File: config.mk
export PLATFORM = sky130hd
export DESIGN_NAME = mips_multicycle_control
export DESIGN_NICKNAME = d
export VERILOG_FILES = /design/src/rtl/mips_multicycle_control.sv
export SDC_FILE = /design/constraint.sdc
export NUM_CORES = 1
export LEC_CHECK = 0
export ABC_AREA = 1
export BUFFER_PORTS_ARGS = -buffer_cell sky130_fd_sc_hd__buf_2
export CAP_MARGIN = 5
export CORE_MARGIN = 2
export CORE_UTILIZATION = 54
export CTS_CLUSTER_DIAMETER = 120
export CTS_CLUSTER_SIZE = 16
export DETAILED_ROUTE_END_ITERATION = 12
export GPL_TIMING_DRIVEN = 1
export PLACE_DENSITY = 0.92
export SYNTH_ARGS = -nofsm -noshare
export SYNTH_HDL_FRONTEND = slang
export SYNTH_SLANG_ARGS = --single-unit
File: constraint.sdc
create_clock -name CLK -period 3.2 [get_ports CLK]
set_input_delay 0.32 -clock CLK [delete_from_list [all_inputs] [get_ports CLK]]
set_output_delay 0.32 -clock CLK [all_outputs]
set_load 0.01 [all_outputs]
File: src/rtl/mips_multicycle_control.sv
// Multicycle MIPS control unit. A Moore FSM sequences fetch, decode,
// execute, memory and write-back for the shared-memory multicycle datapath.
// A memory-ready handshake is guarded by a watchdog counter. Illegal
// opcodes and memory timeouts both divert through a one-cycle FAULT state.
// Optional feature: define MIPS_CTRL_JUMP_EN to decode opcode 000010 as j.
// Without it, j is illegal and PCSource never drives 10.
module mips_multicycle_control #(
  parameter int MEM_TIMEOUT = 15,  // max consecutive wait cycles, 0 = no watchdog
  parameter int CNT_W       = 4    // 2**CNT_W must exceed MEM_TIMEOUT
) (
  input  logic       CLK,
  input  logic       Reset,        // asynchronous, active low
  input  logic [5:0] Opcode,
  input  logic       MemReady,
  output logic       PCWrite,
  output logic       PCWriteCond,
  output logic       IorD,
  output logic       MemRead,
  output logic       MemWrite,
  output logic       IRWrite,
  output logic       MemtoReg,
  output logic       RegDst,
  output logic       RegWrite,
  output logic       ALUSrcA,
  output logic [1:0] ALUSrcB,
  output logic [1:0] ALUOp,
  output logic [1:0] PCSource,
  output logic       Fault,
  output logic       FaultCause,
  output logic [3:0] State
);

  typedef enum logic [3:0] {
    S_FETCH  = 4'd0,
    S_DECODE = 4'd1,
    S_MEMADR = 4'd2,
    S_MEMRD  = 4'd3,
    S_MEMWB  = 4'd4,
    S_MEMWR  = 4'd5,
    S_EXEC   = 4'd6,
    S_ALUWB  = 4'd7,
    S_BRANCH = 4'd8,
    S_ADDIEX = 4'd9,
    S_ADDIWB = 4'd10,
`ifdef MIPS_CTRL_JUMP_EN
    S_JUMP   = 4'd11,
`endif
    S_FAULT  = 4'd12
  } state_e;

  localparam logic [5:0] OP_RTYPE = 6'b000000;
  localparam logic [5:0] OP_LW    = 6'b100011;
  localparam logic [5:0] OP_SW    = 6'b101011;
  localparam logic [5:0] OP_BEQ   = 6'b000100;
  localparam logic [5:0] OP_ADDI  = 6'b001000;
`ifdef MIPS_CTRL_JUMP_EN
  localparam logic [5:0] OP_J     = 6'b000010;
`endif

  state_e             state_q, state_d;
  logic [5:0]         op_q, op_d;
  logic [CNT_W-1:0]   cnt_q, cnt_d;
  logic               cause_q, cause_d;
  logic               mem_state;
  logic               timeout;

  // Next-state, opcode capture, wait counter and fault-cause update.
  always_comb begin
    // NOTE: every variable gets a default first so no path can infer a latch.
    state_d = state_q;
    op_d    = op_q;
    cause_d = cause_q;

    mem_state = (state_q == S_FETCH) || (state_q == S_MEMRD) || (state_q == S_MEMWR);
    // A completing access on the last allowed cycle wins over the watchdog.
    timeout   = (MEM_TIMEOUT != 0) && !MemReady && (cnt_q == CNT_W'(MEM_TIMEOUT));

    unique case (state_q)
      S_FETCH: begin
        if (MemReady)     state_d = S_DECODE;
        else if (timeout) begin
          state_d = S_FAULT;
          cause_d = 1'b1;
        end
      end
      S_DECODE: begin
        op_d = Opcode;
        unique case (Opcode)
          OP_RTYPE:      state_d = S_EXEC;
          OP_LW, OP_SW:  state_d = S_MEMADR;
          OP_BEQ:        state_d = S_BRANCH;
          OP_ADDI:       state_d = S_ADDIEX;
`ifdef MIPS_CTRL_JUMP_EN
          OP_J:          state_d = S_JUMP;
`endif
          default: begin
            state_d = S_FAULT;
            cause_d = 1'b0;
          end
        endcase
      end
      // Only lw and sw reach MEMADR, so anything but lw is a store.
      S_MEMADR: state_d = (op_q == OP_LW) ? S_MEMRD : S_MEMWR;
      S_MEMRD: begin
        if (MemReady)     state_d = S_MEMWB;
        else if (timeout) begin
          state_d = S_FAULT;
          cause_d = 1'b1;
        end
      end
      S_MEMWR: begin
        if (MemReady)     state_d = S_FETCH;
        else if (timeout) begin
          state_d = S_FAULT;
          cause_d = 1'b1;
        end
      end
      S_EXEC:   state_d = S_ALUWB;
      S_ADDIEX: state_d = S_ADDIWB;
      default:  state_d = S_FETCH;  // write-back, branch, jump, fault, unused codes
    endcase

    // Staying in a memory state means the access is still waiting; any
    // state change (entry, completion, fault) restarts the count from zero.
    cnt_d = (mem_state && (state_d == state_q)) ? cnt_q + CNT_W'(1) : '0;
  end

  // State registers; reset abandons any instruction in flight.
  always_ff @(posedge CLK or negedge Reset) begin
    if (!Reset) begin
      state_q <= S_FETCH;
      op_q    <= '0;
      cnt_q   <= '0;
      cause_q <= 1'b0;
    end else begin
      // NOTE: sequential state uses non-blocking assignments so all flops
      // update together from values sampled before the edge.
      state_q <= state_d;
      op_q    <= op_d;
      cnt_q   <= cnt_d;
      cause_q <= cause_d;
    end
  end

  // Moore output decode from the current state, with MemReady gating in FETCH.
  always_comb begin
    PCWrite     = 1'b0;
    PCWriteCond = 1'b0;
    IorD        = 1'b0;
    MemRead     = 1'b0;
    MemWrite    = 1'b0;
    IRWrite     = 1'b0;
    MemtoReg    = 1'b0;
    RegDst      = 1'b0;
    RegWrite    = 1'b0;
    ALUSrcA     = 1'b0;
    ALUSrcB     = 2'b00;
    ALUOp       = 2'b00;
    PCSource    = 2'b00;
    Fault       = 1'b0;
    unique case (state_q)
      S_FETCH: begin
        MemRead = 1'b1;
        ALUSrcB = 2'b01;
        IRWrite = MemReady;
        PCWrite = MemReady;
      end
      S_DECODE: ALUSrcB = 2'b11;
      S_MEMADR: begin
        ALUSrcA = 1'b1;
        ALUSrcB = 2'b10;
      end
      S_MEMRD: begin
        MemRead = 1'b1;
        IorD    = 1'b1;
      end
      S_MEMWB: begin
        RegWrite = 1'b1;
        MemtoReg = 1'b1;
      end
      S_MEMWR: begin
        MemWrite = 1'b1;
        IorD     = 1'b1;
      end
      S_EXEC: begin
        ALUSrcA = 1'b1;
        ALUOp   = 2'b10;
      end
      S_ALUWB: begin
        RegDst   = 1'b1;
        RegWrite = 1'b1;
      end
      S_BRANCH: begin
        ALUSrcA     = 1'b1;
        ALUOp       = 2'b01;
        PCWriteCond = 1'b1;
        PCSource    = 2'b01;
      end
      S_ADDIEX: begin
        ALUSrcA = 1'b1;
        ALUSrcB = 2'b10;
      end
      S_ADDIWB: RegWrite = 1'b1;
`ifdef MIPS_CTRL_JUMP_EN
      S_JUMP: begin
        PCWrite  = 1'b1;
        PCSource = 2'b10;
      end
`endif
      S_FAULT: Fault = 1'b1;
      default: ;
    endcase
  end

  assign FaultCause = cause_q;
  assign State      = state_q;

endmodule

# ---- Yosys cells after proc, flatten, opt, wreduce, memory -nomap -nowiden
# Cells that the tools add are included.
dict set report op_classes {
  addsub 1
  n_eq_ne 21
  muxes 25
  reduce_logical 17
}
# operator count
set op_table {}
lappend op_table {{one-hot mux 4 bit (7 select lines)} 1}
lappend op_table {{== test 4 bit, second input constant} 5}
lappend op_table {{two-way mux 4 bit} 5}
lappend op_table {{== test 6 bit, second input constant} 3}
lappend op_table {{== test 4 x 3 -> 1 bit, second input constant} 4}
lappend op_table {{one-hot mux 4 bit (4 select lines)} 1}
lappend op_table {{two-way mux 1 bit} 14}
lappend op_table {{== test 4 x 2 -> 1 bit, second input constant} 2}
lappend op_table {{OR reduction 2 bit} 4}
lappend op_table {{== test 6 x 3 -> 1 bit, second input constant} 1}
lappend op_table {{== test 6 x 4 -> 1 bit, second input constant} 1}
lappend op_table {{zero test 6 bit} 1}
lappend op_table {{one-hot mux 2 bit (3 select lines)} 1}
lappend op_table {{OR reduction 3 bit} 2}
lappend op_table {{OR reduction 5 bit} 1}
lappend op_table {{adder 4 x 1 -> 4 bit, second input constant} 1}
lappend op_table {{== test 4 x 1 -> 1 bit, second input constant} 1}
lappend op_table {{== test 4 bit} 1}
lappend op_table {{zero test 4 bit} 1}
lappend op_table {{!= test 2 bit, second input constant} 2}
lappend op_table {{one-hot mux 2 bit (2 select lines)} 1}
lappend op_table {{AND reduction 4 bit} 1}
lappend op_table {{OR reduction 4 bit} 1}
lappend op_table {{two-way mux 3 bit} 1}
lappend op_table {{6 further kinds} 8}
dict set report totals {
  ff_bits 15
  elab_cells 68
}

# ---- Depth between registers and ports, before layout
dict set report logic_depth {
  depth_word 8
  ltp_mapped 12
  mapped_depth_nobuf 12
}

# ---- Worst setup path before layout
# OpenSTA, ideal clock, no wires.
dict set report synth_path {
  path_kind {reg2out}
  start {reg state_q[3], in the netlist State[3]}
  end {out PCSource[0]}
  arrival_ns 1.216
  required_time_ns 2.880
  setup_slack_ns 1.664
  path_stages_with_launch 6
  path_buffers 1
  path_cell_list {dfrtp_1 > inv_1 > nor2_1 > inv_1 > nor2_1 > buf_4}
}
dict set report synth_between {
  elab_chain_len 2
}
# item line_no
set synth_lines {}
lappend synth_lines {{start: declaration} 60} ;# state_e state_q, state_d;
lappend synth_lines {{start signal: assignment} 138} ;# state_q <= state_d;
lappend synth_lines {{== test 4 bit} 161} ;# unique case (state_q)
lappend synth_lines {{two-way mux 1 bit} 161}
lappend synth_lines {{end: declaration} 27} ;# output logic [1:0] PCSource,
# Every way passes these cells.

# ---- Worst setup path in the final report
dict set report layout_path {
  start {reg state_q[3], in the netlist State[3]}
  end {out ALUSrcA}
}
dict set report layout_between {
  elab_chain_len 3
  word_cells_on_any_way 6
}
# item line_no
set layout_lines {}
lappend layout_lines {{== test 4 bit, or another cell as far along} 161}
lappend layout_lines {{OR reduction 4 bit (no source line) (*)} -}
lappend layout_lines {{two-way mux 1 bit (*)} 161}
lappend layout_lines {{end: declaration} 24} ;# output logic ALUSrcA,
# Mark *: on every way between the ends. The rest lies on a longest branch, timed or not.

==> metrics.md <==
| Metric | Value |
|---|---|
| Commonest non-fill, non-tap cell in the layout | `nand2_1` |
| Critical Path Source Type | `flip-flop` |
| WP data required | `2.88 ns` |
| Initial antenna violation count | `0` |
| Synth top area share | `35.8%` |
| Final setup fails | `0` |
| Yosys top cell by area | `dfrtp_1` |
| Finished Layout Cells | `212` |
| Cell row count | `15` |
| CTS Root Cell | `clkbuf_4` |
| Post-Route WL | `2460 um` |
| Areal power density over the cells | `832 mW/mm^2` |
| Cells along the critical path | `inv_1, nor2_1, inv_1, nor2_1, nor2_1, nand2_1, buf_2` |
| GPL Wtd Cong | `0.890` |
| Net count, final | `198` |
| Setup TNS | `0 ns` |
| Clock sinks | `15` |
| Max-slew violations | `0` |
| Synthesized cell area | `0.00105 mm^2` |
| Gate power share | `58.2%` |
| Delay-heaviest family, CP | `simple AND/OR/NAND/NOR gates` |
| Iter 0 DRT Violations | `34` |
| Clock Latency Late Sink | `0.30 ns` |
| Status | `finished clean` |
| Post-layout util | `69.4%` |
| Reg clk slew, reported paths | `0.10 ns` |
| Worst EP arrival | `1.61 ns` |
| Synth cell types | `25` |
| GRT Total Usage | `24.5%` |
| Max Cap Viol | `0` |
| Ys Warns | `0` |
| P_int | `0.000515 W` |
| Seq cells post-synth | `15` |
| # hold bufs at CTS | `1` |
| DR DRC count | `0` |
| Setup repair bufs after CTS | `0` |
| H-tree levels | `1` |
| Net Sw Power | `0.000515 W` |
| Crit path largest cell delay | `0.46 ns` |
| WHS | `0.259 ns` |
| Gate Count Post-Synth | `157` |
| Starting Density | `58.9%` |
| Avg Synthesized Cell Area | `6.69 um^2` |
| CTS Buf Count | `3` |
| Routed vias | `1095` |
| Seq/Total Area, Yosys | `35.8%` |
| Die Area | `0.00231 mm^2` |
| Total iterations of the first detailed-routing run | `4` |
| Number of global-route vias before repair | `941` |
| Hold Violations, Final | `0` |
| I/O Buffers | `29` |
| First-pass GRT wire length | `3850 um` |
| Sequential power share | `30.5%` |
| CTS tree | `done` |
| Critical Path Sink Type | `output port` |
| Syn_nets | `167` |
| Clk_skew | `0.00788 ns` |
| Most frequent cells in the layout | `44 x nand2_1, 29 x buf_2, 28 x nor2_1` |
| Leakage dissipation | `0.743 nW` |
| FMAX | `519 MHz` |
| RSZ-0062 raised after global routing | `no` |
| Final Cycle Share | `60.2%` |
| Most frequent cell on the critical path | `nor2_1` |
| Sw frac | `50.0%` |
| Detail Route Antenna Nets | `0` |
| Maximum vdd drop | `592 uV` |
| Placed cell area | `0.00120 mm^2` |
| Wire per inst | `11.6 um` |
| Hold Path Class | `input pin to flip-flop` |
| Buf+Inv Stages, Crit Path | `3` |
| Area Growth Syn to Fin | `17.9%` |
| Io pins | `31` |
| Share of cells above drive strength 1 | `28.9%` |
| Tmin final | `1.93 ns` |
| Via-to-Cell Ratio | `5.17` |
| Clk pwr share | `11.3%` |
| Die Span X | `48.1 um` |
| Resized cells post-CTS | `0` |
| Critical path's slowest cell | `dfrtp_1` |
| Diode count | `0` |
| Total congestion overflow | `0` |
| Fin area | `0.00124 mm^2` |
| Leading post-synthesis cells by cell area | `dfrtp_1 36%, nand2_1 16%, nor2_1 10%, inv_1 6.1%, nand3_1 5.7%` |
| DP HPWL | `1970 um` |
| CP Max Fanout | `6` |
| Core Area | `0.00178 mm^2` |
| DIE HEIGHT | `48.1 um` |
| Clock Tree Buf Depth | `2` |
| Inst Count DP | `207` |
| WS Path Type | `flip-flop to output port` |
| Pin count of the biggest net entering global routing | `16` |
## path summary, 6_finish.rpt
path / startpoint / end / slack, ns / cells after the start
hold / removal: Opcode[5] / op_q[5] / 0.26 / 3
setup / recovery: State[3] / ALUSrcA / 1.27 / 7
hold reg to reg: cnt_q[0] / cnt_q[0] / 0.47 / 1
max in group asynchronous: Reset / op_q[4] / 2.49 / 2
min in group asynchronous: Reset / op_q[2] / 0.45 / 2
setup reg to reg: State[2] / cnt_q[0] / 1.47 / 9
## sequential cells by signal, indices dropped and copies added, names as in the netlist
signal / cells
FaultCause: 1
State: 4
op_q: 6
cnt_q: 4
## Yosys cell counts
master     number
nand2_1        44
nor2_1         28
inv_1          17
dfrtp_1        15
nand3_1        12
nand2_2         7
nor2_2          6
o21ai_0         5
buf_4           3
nand3_2         3
inv_2           2
nor2_4          2
a21oi_1         1
clkbuf_1        1
clkinv_1        1
conb_1          1
ha_1            1
nand2_4         1
nand4_1         1
nor3_1          1
o2111ai_1       1
o22ai_1         1
o31ai_1         1
xnor2_1         1
xor2_1          1
## stage by stage
step | setup slack (ns) | power, W
3_5_place_dp | 1.52 | 0.000913
3_3_place_gp | 1.60 | 0.000888
2_1_floorplan | 1.66 | 0.000747
6_report | 1.27 | 0.00103
4_1_cts | 1.29 | 0.00103
5_1_grt | 1.15 | 0.00112
## cell type report
class	count	area, um^2
clock buffer	3	22.5
clock inverter	1	5.00
fill	160	546
inverter	20	75.1
multi-input combinational	118	573
sequential	15	375
tap	25	31.3
timing repair buffer	30	155
## kinds of logic after synthesis
logic type      after synthesis  synth area share (%)
simple gates                105                  46.4
fa+ha+maj                     1                  1.19
xor+xnor                      2                  1.67
flops                        15                  35.8
other cells                   1                 0.357
compound gates                9                  5.01
buf+inv                      24                  9.65
## power by group through the flow
stage,clock network [W],registers [W],logic [W]
final,0.000116,0.000314,0.000599
after detailed placement,0,0.000317,0.000596
after global placement,0,0.000312,0.000576
after floorplan,0,0.000314,0.000433
after global routing,0.000121,0.000324,0.000675
after CTS,0.000117,0.000313,0.000600
## worst reg2reg max path, delay by kind of cell, from the launching register on
kind / cells / cell delay (ns)
flops: 1 / 0.47
simple gates: 9 / 1.17
## per-layer routing
layer  global-route usage [%]  share of wire, %  vias up
met4                     10.3               2.0        0
met2                     43.7                48       42
met1                     29.1                45      502
met5                        0                 0        -
met3                     4.07               4.8        7
li1                         -                 -      544
Power figures use the tool's default switching activity.
